[config.mk]
export PLATFORM = sky130hd
export DESIGN_NAME = mem_port_arbiter
export DESIGN_NICKNAME = d
export VERILOG_FILES = /design/src/rtl/mem_arb_pkg.sv /design/src/rtl/mem_port_arbiter.sv
export SDC_FILE = /design/constraint.sdc
export NUM_CORES = 1
export LEC_CHECK = 0
export ABC_CLOCK_PERIOD_IN_PS = 2200
export CORE_MARGIN = 3
export CORE_UTILIZATION = 31
export CTS_BUF_LIST = sky130_fd_sc_hd__clkbuf_8
export CTS_CLUSTER_DIAMETER = 120
export DETAILED_ROUTE_END_ITERATION = 7
export SLEW_MARGIN = 0
export SYNTH_ARGS = -nofsm -noshare
export SYNTH_HDL_FRONTEND = slang
export SYNTH_SLANG_ARGS = --single-unit
export TNS_END_PERCENT = 1
[constraint.sdc]
create_clock -name clk -period 2.2 [get_ports clk]
set_input_delay 0.66 -clock clk [delete_from_list [all_inputs] [get_ports clk]]
set_output_delay 0.66 -clock clk [all_outputs]
set_load 0.01 [all_outputs]
[src/rtl/mem_arb_pkg.sv]
`default_nettype none
// +----------------------------------------------------------------------+
// | mem_arb_pkg                                                          |
// | Shared types and constants for the unified memory port arbiter.      |
// | Rev 1.0 - initial release                                            |
// +----------------------------------------------------------------------+
package mem_arb_pkg;

  localparam int c_MEM_LAT_MAX = 4;
  localparam int c_LAT_CNT_W   = $clog2(c_MEM_LAT_MAX);

  typedef enum logic [1:0] {
    IDLE  = 2'd0,
    ISSUE = 2'd1,
    WAIT  = 2'd2,
    RESP  = 2'd3
  } state_t;

  typedef enum logic {
    OWN_IF = 1'b0,
    OWN_DM = 1'b1
  } owner_t;

endpackage
`default_nettype wire

[src/rtl/mem_port_arbiter.sv]
`default_nettype none
// +----------------------------------------------------------------------+
// | mem_port_arbiter                                                     |
// | Shares one single-port memory between fetch and load/store with data |
// | priority. Define MEM_ARB_STARVE_GUARD_EN to add the fetch starvation |
// | guard (forces a fetch grant after STREAK_MAX data grants).           |
// | Rev 1.0 - initial release                                            |
// +----------------------------------------------------------------------+
module mem_port_arbiter
  import mem_arb_pkg::*;
#(
  parameter int ADDR_W  = 10,
  parameter int DATA_W  = 32,
  parameter int MEM_LAT = 1
`ifdef MEM_ARB_STARVE_GUARD_EN
  ,
  parameter int STREAK_MAX = 4
`endif
) (
  input  logic              clk,
  input  logic              rst_n,
  input  logic              if_req,
  input  logic [ADDR_W-1:0] if_addr,
  output logic              if_gnt,
  output logic              if_rvalid,
  output logic [DATA_W-1:0] if_rdata,
  input  logic              dm_req,
  input  logic              dm_we,
  input  logic [ADDR_W-1:0] dm_addr,
  input  logic [DATA_W-1:0] dm_wdata,
  output logic              dm_gnt,
  output logic              dm_rvalid,
  output logic [DATA_W-1:0] dm_rdata,
  output logic              mem_en,
  output logic              mem_we,
  output logic [ADDR_W-1:0] mem_addr,
  output logic [DATA_W-1:0] mem_wdata,
  input  logic [DATA_W-1:0] mem_rdata,
  output logic              busy
);

  state_t                 r_state;
  state_t                 w_next_state;
  owner_t                 r_owner;
  logic [c_LAT_CNT_W-1:0] r_lat_cnt;

  logic              r_mem_en;
  logic              r_mem_we;
  logic [ADDR_W-1:0] r_mem_addr;
  logic [DATA_W-1:0] r_mem_wdata;
  logic              r_if_gnt;
  logic              r_dm_gnt;
  logic              r_if_rvalid;
  logic              r_dm_rvalid;
  logic [DATA_W-1:0] r_if_rdata;
  logic [DATA_W-1:0] r_dm_rdata;
  logic              r_busy;

  logic w_pick_dm;
  logic w_pick_if;

`ifdef MEM_ARB_STARVE_GUARD_EN
  localparam int                    c_STREAK_W   = $clog2(STREAK_MAX + 1);
  localparam logic [c_STREAK_W-1:0] c_STREAK_TOP = c_STREAK_W'(STREAK_MAX);

  logic [c_STREAK_W-1:0] r_streak;
  logic                  w_force_if;

  assign w_force_if = dm_req && if_req && (r_streak == c_STREAK_TOP);
  assign w_pick_dm  = dm_req && !w_force_if;

  // Counts data wins that made a waiting fetch lose; saturates at the top.
  always_ff @(posedge clk or negedge rst_n) begin
    if (!rst_n) begin
      r_streak <= '0;
    end else if (r_state == IDLE) begin
      if (w_pick_if) begin
        r_streak <= '0;
      end else if (w_pick_dm && if_req && (r_streak != c_STREAK_TOP)) begin
        r_streak <= r_streak + 1'b1;
      end
    end
  end
`else
  assign w_pick_dm = dm_req;
`endif

  assign w_pick_if = if_req && !w_pick_dm;

  always_ff @(posedge clk or negedge rst_n) begin
    if (!rst_n) begin
      r_state <= IDLE;
    end else begin
      r_state <= w_next_state;
    end
  end

  always_comb begin
    w_next_state = r_state;
    case (r_state)
      IDLE: begin
        if (w_pick_dm || w_pick_if) begin
          w_next_state = ISSUE;
        end
      end
      ISSUE: begin
        if (r_mem_we) begin
          w_next_state = IDLE;
        end else if (MEM_LAT > 1) begin
          w_next_state = WAIT;
        end else begin
          w_next_state = RESP;
        end
      end
      WAIT: begin
        if (r_lat_cnt == '0) begin
          w_next_state = RESP;
        end
      end
      RESP: begin
        w_next_state = IDLE;
      end
      default: begin
        w_next_state = IDLE;
      end
    endcase
  end

  // Grant, enable and rvalid are single-cycle pulses; everything else holds.
  always_ff @(posedge clk or negedge rst_n) begin
    if (!rst_n) begin
      r_owner     <= OWN_IF;
      r_lat_cnt   <= '0;
      r_mem_en    <= 1'b0;
      r_mem_we    <= 1'b0;
      r_mem_addr  <= '0;
      r_mem_wdata <= '0;
      r_if_gnt    <= 1'b0;
      r_dm_gnt    <= 1'b0;
      r_if_rvalid <= 1'b0;
      r_dm_rvalid <= 1'b0;
      r_if_rdata  <= '0;
      r_dm_rdata  <= '0;
      r_busy      <= 1'b0;
    end else begin
      r_mem_en    <= 1'b0;
      r_mem_we    <= 1'b0;
      r_if_gnt    <= 1'b0;
      r_dm_gnt    <= 1'b0;
      r_if_rvalid <= 1'b0;
      r_dm_rvalid <= 1'b0;
      r_busy      <= (w_next_state != IDLE);
      case (r_state)
        IDLE: begin
          if (w_pick_dm) begin
            r_owner     <= OWN_DM;
            r_mem_en    <= 1'b1;
            r_mem_we    <= dm_we;
            r_mem_addr  <= dm_addr;
            r_mem_wdata <= dm_wdata;
            r_dm_gnt    <= 1'b1;
          end else if (w_pick_if) begin
            r_owner    <= OWN_IF;
            r_mem_en   <= 1'b1;
            r_mem_addr <= if_addr;
            r_if_gnt   <= 1'b1;
          end
        end
        ISSUE: begin
          // WAIT spans MEM_LAT-1 cycles: count MEM_LAT-2 down to zero.
          r_lat_cnt <= c_LAT_CNT_W'(MEM_LAT - 2);
        end
        WAIT: begin
          r_lat_cnt <= r_lat_cnt - 1'b1;
        end
        RESP: begin
          if (r_owner == OWN_DM) begin
            r_dm_rdata  <= mem_rdata;
            r_dm_rvalid <= 1'b1;
          end else begin
            r_if_rdata  <= mem_rdata;
            r_if_rvalid <= 1'b1;
          end
        end
        default: begin
          r_lat_cnt <= '0;
        end
      endcase
    end
  end

  assign if_gnt    = r_if_gnt;
  assign if_rvalid = r_if_rvalid;
  assign if_rdata  = r_if_rdata;
  assign dm_gnt    = r_dm_gnt;
  assign dm_rvalid = r_dm_rvalid;
  assign dm_rdata  = r_dm_rdata;
  assign mem_en    = r_mem_en;
  assign mem_we    = r_mem_we;
  assign mem_addr  = r_mem_addr;
  assign mem_wdata = r_mem_wdata;
  assign busy      = r_busy;

endmodule
`default_nettype wire

Word-level counts from Yosys, hierarchy flattened
Cells that the tools add are included. Widths: inputs -> output; s select.

Latch bits: 0. Bits in writable memories: 0. Output and inout port bits: 113. Register bits after elaboration: 118. ROM bits: 0. Memories: 0.

Reduce and logical (&&, ||, !) cells: 12. Div/mod/pow operators: 0. Bitwise gates (word level): 1. Eq/ne operators: 3. $mul: 0. Muxes and demuxes: 22. Shifts and indexed selects: 0. $add $sub $neg: 1. Order comparisons: 0.

Operator list (count): $mux 10 (2); $mux 1 (15); $pmux 2 s4 (1); $reduce_and 2->1 (4); $mux 2 (3); $reduce_bool 2->1 (3); $eq 2x2->1 const B (2); $logic_not 2->1 (2); $pmux 2 s2 (1); $eq 2x1->1 const B (1); $sub 2x1->2 const B (1); $logic_and 1x1->1 (1); $logic_not 1->1 (1); $logic_or 1x1->1 (1); $not 1->1 (1).

Logic depth before layout (Yosys ltp)
Depth after elaboration: 6. Mapped depth: 7. Mapped depth without buffers: 5.

Least setup slack after synthesis
No wires, ideal clock.

Kind: input-to-reg. Start point: input port dm_req. End point: register r_mem_wdata[10], in the netlist mem_wdata[10]. Path buffers: 2. Arrival: 1.379 ns. Required time: 2.075 ns. Path slack: 0.696 ns. Library setup time: 0.125 ns. Cell stages on the path: 4. Cells stage by stage: buf_4 > nand2_4 > buf_6 > mux2_4.

Word-level cells in the longest chain between the ends: 1.

Ends and longest elaborated chain: start: declaration (line mem_port_arbiter.sv:27) `input logic dm_req,`; $reduce_and 2->1 (no line); end signal: assignment (line mem_port_arbiter.sv:160) `r_mem_wdata <= dm_wdata;`; end: declaration (line mem_port_arbiter.sv:50) `logic [DATA_W-1:0] r_mem_wdata;`.

Every way passes these cells. A chain may end at the register's enable or synchronous reset.

Worst setup path in the final report
Start point: register r_mem_wdata[12], in the netlist mem_wdata[12]. End point: output port mem_wdata[12].

RTL lines: end: declaration (line mem_port_arbiter.sv:37) `output logic [DATA_W-1:0] mem_wdata,`.

No word-level cell between the ends.

==> run_results.csv <==
group,metric,value,unit
setup_path,critical-path-max-stage-delay,560,ps
clock_tree,cts_root_buf,"clkbuf_8",
pwr,clock_power_share,18.1,%
setup_path,critPathTopFamily,"buffers and inverters",
cells_and_area,final_common_cell,"clkdlybuf4s50_1",
clock_tree,postCtsHoldBufs,0,
clock_tree,cts_setup_buffers,0,
pwr,vdd_drop_max,789.3,uV
synth,ys_ff_latch,118,
synth,syn-cell-area,0.004848,mm^2
drt,first_pass_iters,4,
setup_path,worstPathRequired,1540,ps
setup_path,worstSetupPathType,"register to output pin",
synth,synth_simple_gate_area_share,2.503,%
clock_tree,h-tree-depth,4,
cells_and_area,finalNetCount,608,
die,rows,45,
grt,track_usage,13.80,%
synth,synth_fa_ha_area_share,1.548,%
timing,setup_slack,183.7,ps
setup_path,critPathMaxFanout,2,
timing,layout_min_cycle_time,2016,ps
timing,hold_ws,97.33,ps
grt,grt_pass1_wl,18080,um
die,io_pins,202,
drt,drc,0,
cells_and_area,syn_to_final_growth,55.10,%
pwr,combPwrFrac,47.6,%
drt,final_antenna_net_count,0,
die,die_w,131.1,um
timing,slew_headroom,77.95,%
place,place_congestion,0.7617,
setup_path,worst-r2r-cell-count,5,
synth,synth_top_family_by_area,"multiplexers",
pwr,p_leak,3.366,nW
setup_path,rrSetupSlack,570,ps
grt,grt_max_degree,62,
die,die_height,131.1,um
setup_path,r2r-start,"r_state[0]",
setup_path,cp-end-kind,"output pin",
synth,ys_warn_count,0,
timing,fin_setup_tns,0,ps
setup_path,crit_slowest_cell,"clkdlybuf4s50_1",
setup_path,cp_cell_sequence,"clkdlybuf4s50_1",
drt,viasPerCell,4.243,
pwr,p_per_area,1499,mW/mm^2
timing,report.final.setup_viol,0,
synth,synth_cell_types,27,
job,maxCapViolCount,0,
clock_tree,ctsResizeCount,0,
synth,synth_edf_count,0,
setup_path,cp_num_buf_inv,1,
clock_tree,cts.sinks,118,
place,placedCellCount,705,
cells_and_area,final_cell_mix,"clkdlybuf4s50_1, dfrtp_1, mux2_4, mux2_2, clkbuf_8",
place,port_buffers,201,
hold_path,hold_class,"primary input to async pin",
grt,antenna_found_initial,0,
pwr,seqPwrFrac,34.3,%
cells_and_area,drive_gt1_share,26.62,%
cells_and_area,antenna_cells,0,
synth,synthMuxAreaShare,28.77,%
synth,synth.yosys.seq_area_share,60.90,%
synth,ys_top_cells_by_area,"dfrtp_1, mux2_4, mux2_2, mux2i_1, buf_6",
setup_path,cp_data_arrival_time,1360,ps
clock_tree,clk_pin_slew,70,ps
timing,skew,12.21,ps
synth,async_flop_share,100.0,%
clock_tree,cts_tree,"done",
timing,hold_viol_final,0,
pwr,switching_power,0.003369,W
setup_path,r2r_end,"mem_wdata[24]",
setup_path,start_kind,"register",
outcome,status,"completed",
drt,drt_iter0_drc,75,
die,initial_utilization,31.78,%
timing,max_slew.worst_pin.slew,330.7,ps
synth,synth.largest_area_cell,"dfrtp_1",
clock_tree,cts_buffers,17,
grt,grt_pass1_vias,3439,
pwr,p_int,0.007900,W
drt,wl_per_cell,15.71,um
synth,synth.net_count,391,
synth,synthCells,296,
timing,period_share,91.65,%
timing,slew_viol_final,0,
synth,yosys.area.top_type_share,60.90,%
synth,synth_xor_area_share,0,%
cells_and_area,fin_cells,737,
drt,routed_wl,11580,um
place,pre_cts_ws,92.09,ps
pwr,swShare,29.90,%
synth,syn_area_per_cell,16.38,um^2
timing,rsz0062_at_grt,"no",
die,dieArea,0.01718,mm^2
synth,synth_top_flop_cell,"dfrtp_1",
place,dp_hpwl,8188,um
synth,synth_compound_area_share,2.116,%
timing,timing.fmax,496.0,MHz
drt,vias,3127,
clock_tree,clk_latency,420,ps
clock_tree,clk_path_buf_depth,2,
die,core-area,0.01526,mm^2
grt,grt_overflow,0,
-- routing by layer --
metal,wire length (um),track usage (%),share of wire [%]
met1,4850,16.74,42
met2,5520,21.62,48
met3,1081,7.293,9.3
met4,125,3.630,1.1
met5,0,0,0
-- layout make-up --
cell class                 instances  area, um^2
clock buffer                      20       275.3
clock inverter                    12       136.4
inverter                           8       30.03
fill                            1360        7739
multi-input combinational        155        1699
tap                              211       264.0
timing repair buffer             213        2162
sequential                       118        2953
-- Yosys cell counts, types with 3 or more instances --
master / n
buf_6: 7
nand2_1: 13
nor3_1: 3
buf_4: 3
o21ai_0: 10
buf_12: 3
mux2_4: 57
mux2_2: 39
dfrtp_1: 118
inv_1: 8
mux2i_1: 10
ha_1: 6
-- state kept, by name, summed over array words and instances, names as in the netlist --
name and cells:
dm_rdata 32, if_rdata 32, r_owner 1, dm_rvalid 1, if_gnt 1, busy 1, mem_addr 10, r_state 2
r_lat_cnt 2, mem_en 1, dm_gnt 1, mem_we 1, if_rvalid 1, mem_wdata 32
-- logic make-up after synthesis --
family                   Yosys count
flip-flops                       118
multiplexers                     106
AND/OR/NAND/NOR                   25
buffers and inverters             23
AO/OA/AOI/OAI                     18
adder cells (fa/ha/maj)            6
-- power groups by stage --
| stage | clock, W | combinational, W | sequential [W] |
|---|---|---|---|
| finish | 0.00204 | 0.00537 | 0.00387 |
| global route | 0.00223 | 0.00575 | 0.00400 |
| CTS | 0.00211 | 0.00546 | 0.00388 |
| detailed placement | 0 | 0.00544 | 0.00389 |
| global placement | 0 | 0.00535 | 0.00388 |
| floorplan | 0 | 0.00224 | 0.00433 |
-- worst max-delay path by stage --
stage,from,endpoint,cells after the start
after global routing,mem_wdata[17],mem_wdata[17],1
final,mem_wdata[12],mem_wdata[12],1
after global placement,dm_req,mem_addr[9],6
after floorplan,dm_req,mem_wdata[10],4
after CTS,if_rdata[22],if_rdata[22],1
after detailed placement,dm_req,mem_addr[3],5
-- metrics by stage --
stage / instance area, um^2 / power (W) / util [%]
finish: 7520 / 0.01127 / 49.28
CTS: 7520 / 0.01145 / 49.28
global route: 7520 / 0.01198 / 49.28
floorplan: 4848 / 0.006569 / -
global placement: 7108 / 0.009227 / 46.58
detailed placement: 7108 / 0.009325 / 46.58
Note: power is estimated with default switching activity, not from simulation.
